[src/rtl/pipelined_segment_adder_if.sv]
// Operand and result valid/ready channels of pipelined_segment_adder.
// The master drives operands and out_ready; the slave (the adder) drives the results.
interface pipelined_segment_adder_if #(
  parameter int WIDTH = 108
);
  logic             in_valid;
  logic             in_ready;
  logic [WIDTH-1:0] in_a;
  logic [WIDTH-1:0] in_b;
  logic             in_cin;
  logic             in_sub;
  logic             out_valid;
  logic             out_ready;
  logic [WIDTH-1:0] out_sum;
  logic             out_cout;

  modport master (
    output in_valid, in_a, in_b, in_cin, in_sub, out_ready,
    input  in_ready, out_valid, out_sum, out_cout
  );

  modport slave (
    input  in_valid, in_a, in_b, in_cin, in_sub, out_ready,
    output in_ready, out_valid, out_sum, out_cout
  );
endinterface

[src/rtl/pipelined_segment_adder.sv]
// Segmented add/subtract with one registered SEG_W-bit slice per stage and carry between stages.
// Unconsumed operand slices shrink stage by stage while finished sum slices accumulate.
module pipelined_segment_adder #(
  parameter int WIDTH = 108,
  parameter int SEG_W = 12
) (
  input  logic                      clk,
  input  logic                      rst_n,
  pipelined_segment_adder_if.slave  bus
);
  localparam int NSEG = WIDTH / SEG_W;

  if ((WIDTH % SEG_W) != 0 || NSEG < 1) begin : g_bad_cfg
    $error("pipelined_segment_adder: WIDTH must be a nonzero multiple of SEG_W");
  end

  logic w_en;

  // The whole pipe advances together; a held output result freezes every stage.
  assign w_en         = bus.out_ready | ~bus.out_valid;
  assign bus.in_ready = w_en;

  for (genvar k = 0; k < NSEG; k++) begin : g_stage
    localparam int SRC_W = WIDTH - k * SEG_W;

    logic [SRC_W-1:0]         w_a_src;
    logic [SRC_W-1:0]         w_b_src;
    logic                     w_c_in;
    logic                     w_v_in;
    logic [SEG_W:0]           w_seg;
    logic [(k+1)*SEG_W-1:0]   w_s_nxt;
    logic [(k+1)*SEG_W-1:0]   r_s;
    logic                     r_cy;
    logic                     r_vld;

    if (k == 0) begin : g_head
      // Subtraction is folded in here: B is inverted once and the carry-in forced high.
      assign w_a_src = bus.in_a;
      assign w_b_src = bus.in_sub ? ~bus.in_b : bus.in_b;
      assign w_c_in  = bus.in_sub | bus.in_cin;
      assign w_v_in  = bus.in_valid;
      assign w_s_nxt = w_seg[SEG_W-1:0];
    end else begin : g_body
      assign w_a_src = g_stage[k-1].g_fwd.r_a;
      assign w_b_src = g_stage[k-1].g_fwd.r_b;
      assign w_c_in  = g_stage[k-1].r_cy;
      assign w_v_in  = g_stage[k-1].r_vld;
      assign w_s_nxt = {w_seg[SEG_W-1:0], g_stage[k-1].r_s};
    end

    assign w_seg = {1'b0, w_a_src[SEG_W-1:0]} + {1'b0, w_b_src[SEG_W-1:0]}
                 + {{SEG_W{1'b0}}, w_c_in};

    // Partial sum, inter-stage carry and valid bit of this stage.
    always_ff @(posedge clk or negedge rst_n) begin
      if (!rst_n) begin
        r_s   <= '0;
        r_cy  <= 1'b0;
        r_vld <= 1'b0;
      end else if (w_en) begin
        r_s   <= w_s_nxt;
        r_cy  <= w_seg[SEG_W];
        r_vld <= w_v_in;
      end
    end

    if (k < NSEG - 1) begin : g_fwd
      logic [SRC_W-SEG_W-1:0] r_a;
      logic [SRC_W-SEG_W-1:0] r_b;

      // Operand slices not yet added move on with their transaction.
      always_ff @(posedge clk or negedge rst_n) begin
        if (!rst_n) begin
          r_a <= '0;
          r_b <= '0;
        end else if (w_en) begin
          r_a <= w_a_src[SRC_W-1:SEG_W];
          r_b <= w_b_src[SRC_W-1:SEG_W];
        end
      end
    end
  end

  assign bus.out_valid = g_stage[NSEG-1].r_vld;
  assign bus.out_sum   = g_stage[NSEG-1].r_s;
  assign bus.out_cout  = g_stage[NSEG-1].r_cy;
endmodule

[src/flat_wrapper.sv]
// flat-port wrapper written by rule: the top's interface ports become plain ports
module pipelined_segment_adder_flat 
#(
  parameter int WIDTH = 108,
  parameter int SEG_W = 12
)
  (clk, rst_n, bus_in_valid, bus_in_a, bus_in_b, bus_in_cin, bus_in_sub, bus_out_ready, bus_in_ready, bus_out_valid, bus_out_sum, bus_out_cout);
  pipelined_segment_adder_if #(.WIDTH(WIDTH)) bus_i ();
  input  logic clk;
  input  logic rst_n;
  input wire logic [$bits(bus_i.in_valid)-1:0] bus_in_valid;
  input wire logic [$bits(bus_i.in_a)-1:0] bus_in_a;
  input wire logic [$bits(bus_i.in_b)-1:0] bus_in_b;
  input wire logic [$bits(bus_i.in_cin)-1:0] bus_in_cin;
  input wire logic [$bits(bus_i.in_sub)-1:0] bus_in_sub;
  input wire logic [$bits(bus_i.out_ready)-1:0] bus_out_ready;
  output wire logic [$bits(bus_i.in_ready)-1:0] bus_in_ready;
  output wire logic [$bits(bus_i.out_valid)-1:0] bus_out_valid;
  output wire logic [$bits(bus_i.out_sum)-1:0] bus_out_sum;
  output wire logic [$bits(bus_i.out_cout)-1:0] bus_out_cout;
  assign bus_i.in_valid = bus_in_valid;
  assign bus_i.in_a = bus_in_a;
  assign bus_i.in_b = bus_in_b;
  assign bus_i.in_cin = bus_in_cin;
  assign bus_i.in_sub = bus_in_sub;
  assign bus_i.out_ready = bus_out_ready;
  assign bus_in_ready = bus_i.in_ready;
  assign bus_out_valid = bus_i.out_valid;
  assign bus_out_sum = bus_i.out_sum;
  assign bus_out_cout = bus_i.out_cout;
  pipelined_segment_adder #(.WIDTH(WIDTH), .SEG_W(SEG_W)) u_core (.clk(clk), .rst_n(rst_n), .bus(bus_i));
endmodule
[config.mk]
export PLATFORM = sky130hd
export DESIGN_NAME = pipelined_segment_adder_flat
export DESIGN_NICKNAME = d
export VERILOG_FILES = /design/src/rtl/pipelined_segment_adder_if.sv /design/src/rtl/pipelined_segment_adder.sv /design/src/flat_wrapper.sv
export SDC_FILE = /design/constraint.sdc
export NUM_CORES = 2
export LEC_CHECK = 0
export CAP_MARGIN = 10
export CORE_ASPECT_RATIO = 0.6
export CORE_UTILIZATION = 43
export DETAILED_ROUTE_END_ITERATION = 7
export PLACE_DENSITY = 0.62
export SYNTH_ARGS = -nofsm -noshare
export SYNTH_HDL_FRONTEND = slang
export SYNTH_SLANG_ARGS = --single-unit
[constraint.sdc]
create_clock -name clk -period 3.55 [get_ports clk]
set_input_delay 0.71 -clock clk [delete_from_list [all_inputs] [get_ports clk]]
set_output_delay 0.71 -clock clk [all_outputs]
set_load 0.1 [all_outputs]
==> reports/summary.txt <==
======================================================================================
Sum of internal, switching and leakage power                                   66.2 mW
Max stage delay on crit path                                                   1.15 ns
Worst flop-to-flop path endpoint                                          u_core.g_stage[6].r_s[80]
HPWL after DPL                                                               98,500 um
Worst vdd rail ir drop                                                      0.000628 V
Post-Route Skew                                                              0.0324 ns
Peak clock frequency supported by timing                                       332 MHz
Deepest level of the CTS H-tree                                                      4
Placement row count                                                                104
Top Family by Delay on Critical Path                                      buffers and inverters
Vias                                                                             41.8k
Clock Sink Count                                                                 1,422
Final setup violation count                                                          0
Last weighted congestion value of the routability-driven placer                  0.858
Fraction of layout instances using a drive strength above 1                      5.93%
Req. time, crit path                                                           2.84 ns
Final sum of negative setup slack                                                 0 ns
Cell depth of the worst flop-to-flop path                                            9
Gates resized, CTS repair                                                            0
Standard cell core area                                                   134,000 um^2
Number of synthesized flops with an enable pin                                       0
Critical-path cell with the highest stage delay                           sky130_fd_sc_hd__clkdlybuf4s50_1
First-pass iteration count of the detailed router                                    5
Antenna violations before repair                                                    13
Seq cells post-synth                                                             1,422
Pin count of the biggest net entering global routing                               165
Per-instance average area after synthesis                                    8.91 um^2
Part of the cycle the worst path needs                                           84.9%
Commonest non-fill, non-tap cell in the layout                            sky130_fd_sc_hd__nand2_1
Worst setup path startpoint                                               u_core.bus.out_sum[100]
Count of antenna-violating nets left after detailed routing                          0
Startpoint kind of the worst setup timing path                                register
Dominant register cell in the synthesized netlist                         sky130_fd_sc_hd__dfrtp_1
Overall fraction of global-route tracks in use                                   21.0%
Initial core utilization                                                         43.4%
Hold Worst Slack                                                              0.443 ns
Num ports                                                                          333
Mapped Cells                                                                     6,537
Number of global-route vias before repair                                        40.1k
Setup fix buffers added after clock tree synthesis                                   0
Chip Height                                                                     287 um
Synthesis-to-finish area growth                                                  16.7%
Critical path capture point                                               bus_out_sum[100]
Mapped cell area                                                           58,200 um^2
Via density per instance                                                          4.82
Area enclosed by the die boundary                                         137,000 um^2
Critical Path, Cell by Cell                                               clkdlybuf4s50_1
Slack of the worst reg-to-reg path                                             0.95 ns
Wire length of the first global-routing pass                                227,000 um
Final number of max-transition violations                                            0
Routed len/inst                                                                16.3 um
Number of gates on the worst path with buffers counted                               1
Leak                                                                           35.3 nW
Worst Path Buf+Inv                                                                   1
Number of DRC violations after detailed-routing iteration 0                      3,502
DRC viols                                                                            0
Number of buffers added on ports                                                   332
X dimension of the die                                                          477 um
Maximum fanout along the worst path                                                  2
CP arrival                                                                     2.30 ns
Post-synth cell types                                                               59
Cell chosen for the clock root                                            sky130_fd_sc_hd__clkbuf_16
Clock slew at the register clock pins of the worst setup and hold paths        0.06 ns
Number of hold buffers added after cts                                               1
Hold Vio Cnt, Final                                                                  0
Clock tree from TritonCTS                                                          yes
Result of the run                                                         finished, final reports clean
Number of buffers added by the clock tree synthesis step                           138
Power density over cell area                                               975 nW/um^2
Worst reg2reg startpoint                                                  u_core.g_stage[5].g_fwd.r_b[0]
Syn. warnings                                                                        0
Unrepaired setup endpoints after global routing                                  false
Final nets                                                                       7,114
Post-synth ARST share                                                             100%
Class of the tightest hold or removal check                               register to register
Commonest cells after routing, fill and taps aside                        3,829 x sky130_fd_sc_hd__nand2_1, 1,422 x sky130_fd_sc_hd__dfrtp_1, 238 x sky130_fd_sc_hd__clkdlybuf4s50_1
Clock latency on the worst-skew pair                                           0.76 ns
Wire length after detailed routing                                          141,000 um
Sequential element share of the synthesized area                                 61.1%
Critical path start-end classification                                    register to output port
Max Root-Sink Buffers                                                                3
Crit path time final                                                           3.01 ns
GRT Residual Overflow                                                                0
Capturing element type of the critical path                                output port
Max-cap check violation count                                                        0
Actual transition at the worst max-transition pin                             0.988 ns
Worst slew margin relative to its limit                                          33.9%
Number of nets produced by synthesis                                             6,876
======================================================================================
[area by class of cell]
class | instances | area, um^2
Fill cell | 12700 | 66200
Sequential cell | 1422 | 35600
Multi-Input combinational cell | 4745 | 21100
Timing Repair Buffer | 435 | 4410
Clock buffer | 199 | 3900
Tap cell | 1802 | 2250
Clock inverter | 42 | 515
Inverter | 33 | 131
Antenna cell | 2 | 5.00
[logic make-up after synthesis]
group | count (synthesis) | synth area share, %
compound gates | 444 | 4.58
buf+inv | 370 | 2.59
simple gates | 3997 | 26.1
xor+xnor | 173 | 2.60
mux | 14 | 0.245
fa+ha+maj | 117 | 2.75
flops | 1422 | 61.1
[through the flow]
step	cell area, um^2	std cells	util, %	setup slack (ns)
2_1_floorplan	58200	6537	-	0.534
3_3_place_gp	63500	8436	47.3	0.244
3_5_place_dp	63500	8436	47.3	0.236
4_1_cts	67900	8678	50.6	0.452
5_1_grt	67900	8679	50.6	0.470
6_report	67900	8680	50.6	0.537
[cells in the mapped netlist, types with 7 or more instances]
| cell | number | share of area, % |
|---|---|---|
| sky130_fd_sc_hd__nand3_1 | 21 | 0.18 |
| sky130_fd_sc_hd__mux2i_1 | 12 | 0.21 |
| sky130_fd_sc_hd__fa_1 | 18 | 0.62 |
| sky130_fd_sc_hd__nand2b_1 | 7 | 0.075 |
| sky130_fd_sc_hd__nor2_1 | 80 | 0.52 |
| sky130_fd_sc_hd__xor2_1 | 53 | 0.80 |
| sky130_fd_sc_hd__nand4_1 | 7 | 0.075 |
| sky130_fd_sc_hd__inv_1 | 32 | 0.21 |
| sky130_fd_sc_hd__o21bai_1 | 7 | 0.090 |
| sky130_fd_sc_hd__a21oi_1 | 125 | 1.1 |
| sky130_fd_sc_hd__buf_1 | 10 | 0.064 |
| sky130_fd_sc_hd__nor3_1 | 11 | 0.095 |
| sky130_fd_sc_hd__buf_2 | 95 | 0.82 |
| sky130_fd_sc_hd__o21a_1 | 7 | 0.090 |
| sky130_fd_sc_hd__clkbuf_1 | 232 | 1.5 |
| sky130_fd_sc_hd__xnor2_1 | 120 | 1.8 |
| sky130_fd_sc_hd__or3_1 | 9 | 0.097 |
| sky130_fd_sc_hd__o21ai_1 | 150 | 1.3 |
| sky130_fd_sc_hd__o21ai_0 | 24 | 0.21 |
| sky130_fd_sc_hd__a211oi_1 | 15 | 0.19 |
| sky130_fd_sc_hd__and3_1 | 10 | 0.11 |
| sky130_fd_sc_hd__o211ai_1 | 15 | 0.19 |
| sky130_fd_sc_hd__nand2_1 | 3829 | 25 |
| sky130_fd_sc_hd__ha_1 | 99 | 2.1 |
| sky130_fd_sc_hd__a21o_1 | 29 | 0.37 |
| sky130_fd_sc_hd__dfrtp_1 | 1422 | 61 |
[worst reg2reg max path: stages (launching register included)]
cell	delay [ns]
sky130_fd_sc_hd__dfrtp_1	0.36
sky130_fd_sc_hd__inv_1	0.11
sky130_fd_sc_hd__fa_1	0.30
sky130_fd_sc_hd__inv_1	0.08
sky130_fd_sc_hd__fa_1	0.41
sky130_fd_sc_hd__a21o_1	0.20
sky130_fd_sc_hd__a311o_1	0.38
sky130_fd_sc_hd__a21bo_1	0.20
sky130_fd_sc_hd__xnor2_1	0.31
sky130_fd_sc_hd__o21ai_1	0.09
[per-layer routing]
layer / wire length (um) / track usage (%) / share of wire (%) / up-vias
met5: 65 / 0 / 0.046 / -
met4: 2080 / 4.45 / 1.5 / 12
met3: 10500 / 6.57 / 7.4 / 159
met2: 50800 / 25.4 / 36 / 701
met1: 77900 / 35.1 / 55 / 20100
li1: - / - / - / 20900
[worst min-delay path by stage]
stage | startpoint | end | slack, ns | cells after the start
final | u_core.g_stage[4].r_s[38] | u_core.g_stage[5].r_s[38] | 0.44 | 2
after global routing | bus_in_a[77] | u_core.g_stage[0].g_fwd.r_a[65] | 0.45 | 3
after CTS | bus_in_a[79] | u_core.g_stage[0].g_fwd.r_a[67] | 0.42 | 3
after detailed placement | u_core.g_stage[3].g_fwd.r_b[43] | u_core.g_stage[4].g_fwd.r_b[31] | 0.45 | 2
after global placement | u_core.g_stage[4].r_s[10] | u_core.g_stage[4].r_s[10] | 0.45 | 2
after floorplan | rst_n | u_core.bus.out_cout | 0.41 | 0
[state kept, by name (all words and copies together) (netlist names)]
register / flops
u_core.g_stage.r_s: 432
u_core.g_stage.g_fwd.r_b: 432
u_core.bus.out_valid: 1
u_core.bus.out_sum: 108
u_core.bus.out_cout: 1
u_core.g_stage.r_cy: 8
u_core.g_stage.r_vld: 8
u_core.g_stage.g_fwd.r_a: 432
[power breakdown]
part / total [mW] / switching, mW / internal [mW] / leakage [nW]
combinational: 23.9 / 16.3 / 7.62 / 15.6
sequential: 27.9 / 4.34 / 23.5 / 17.5
clock: 14.5 / 6.28 / 8.21 / 2.16
No activity file was read; power rests on OpenSTA's default activity.
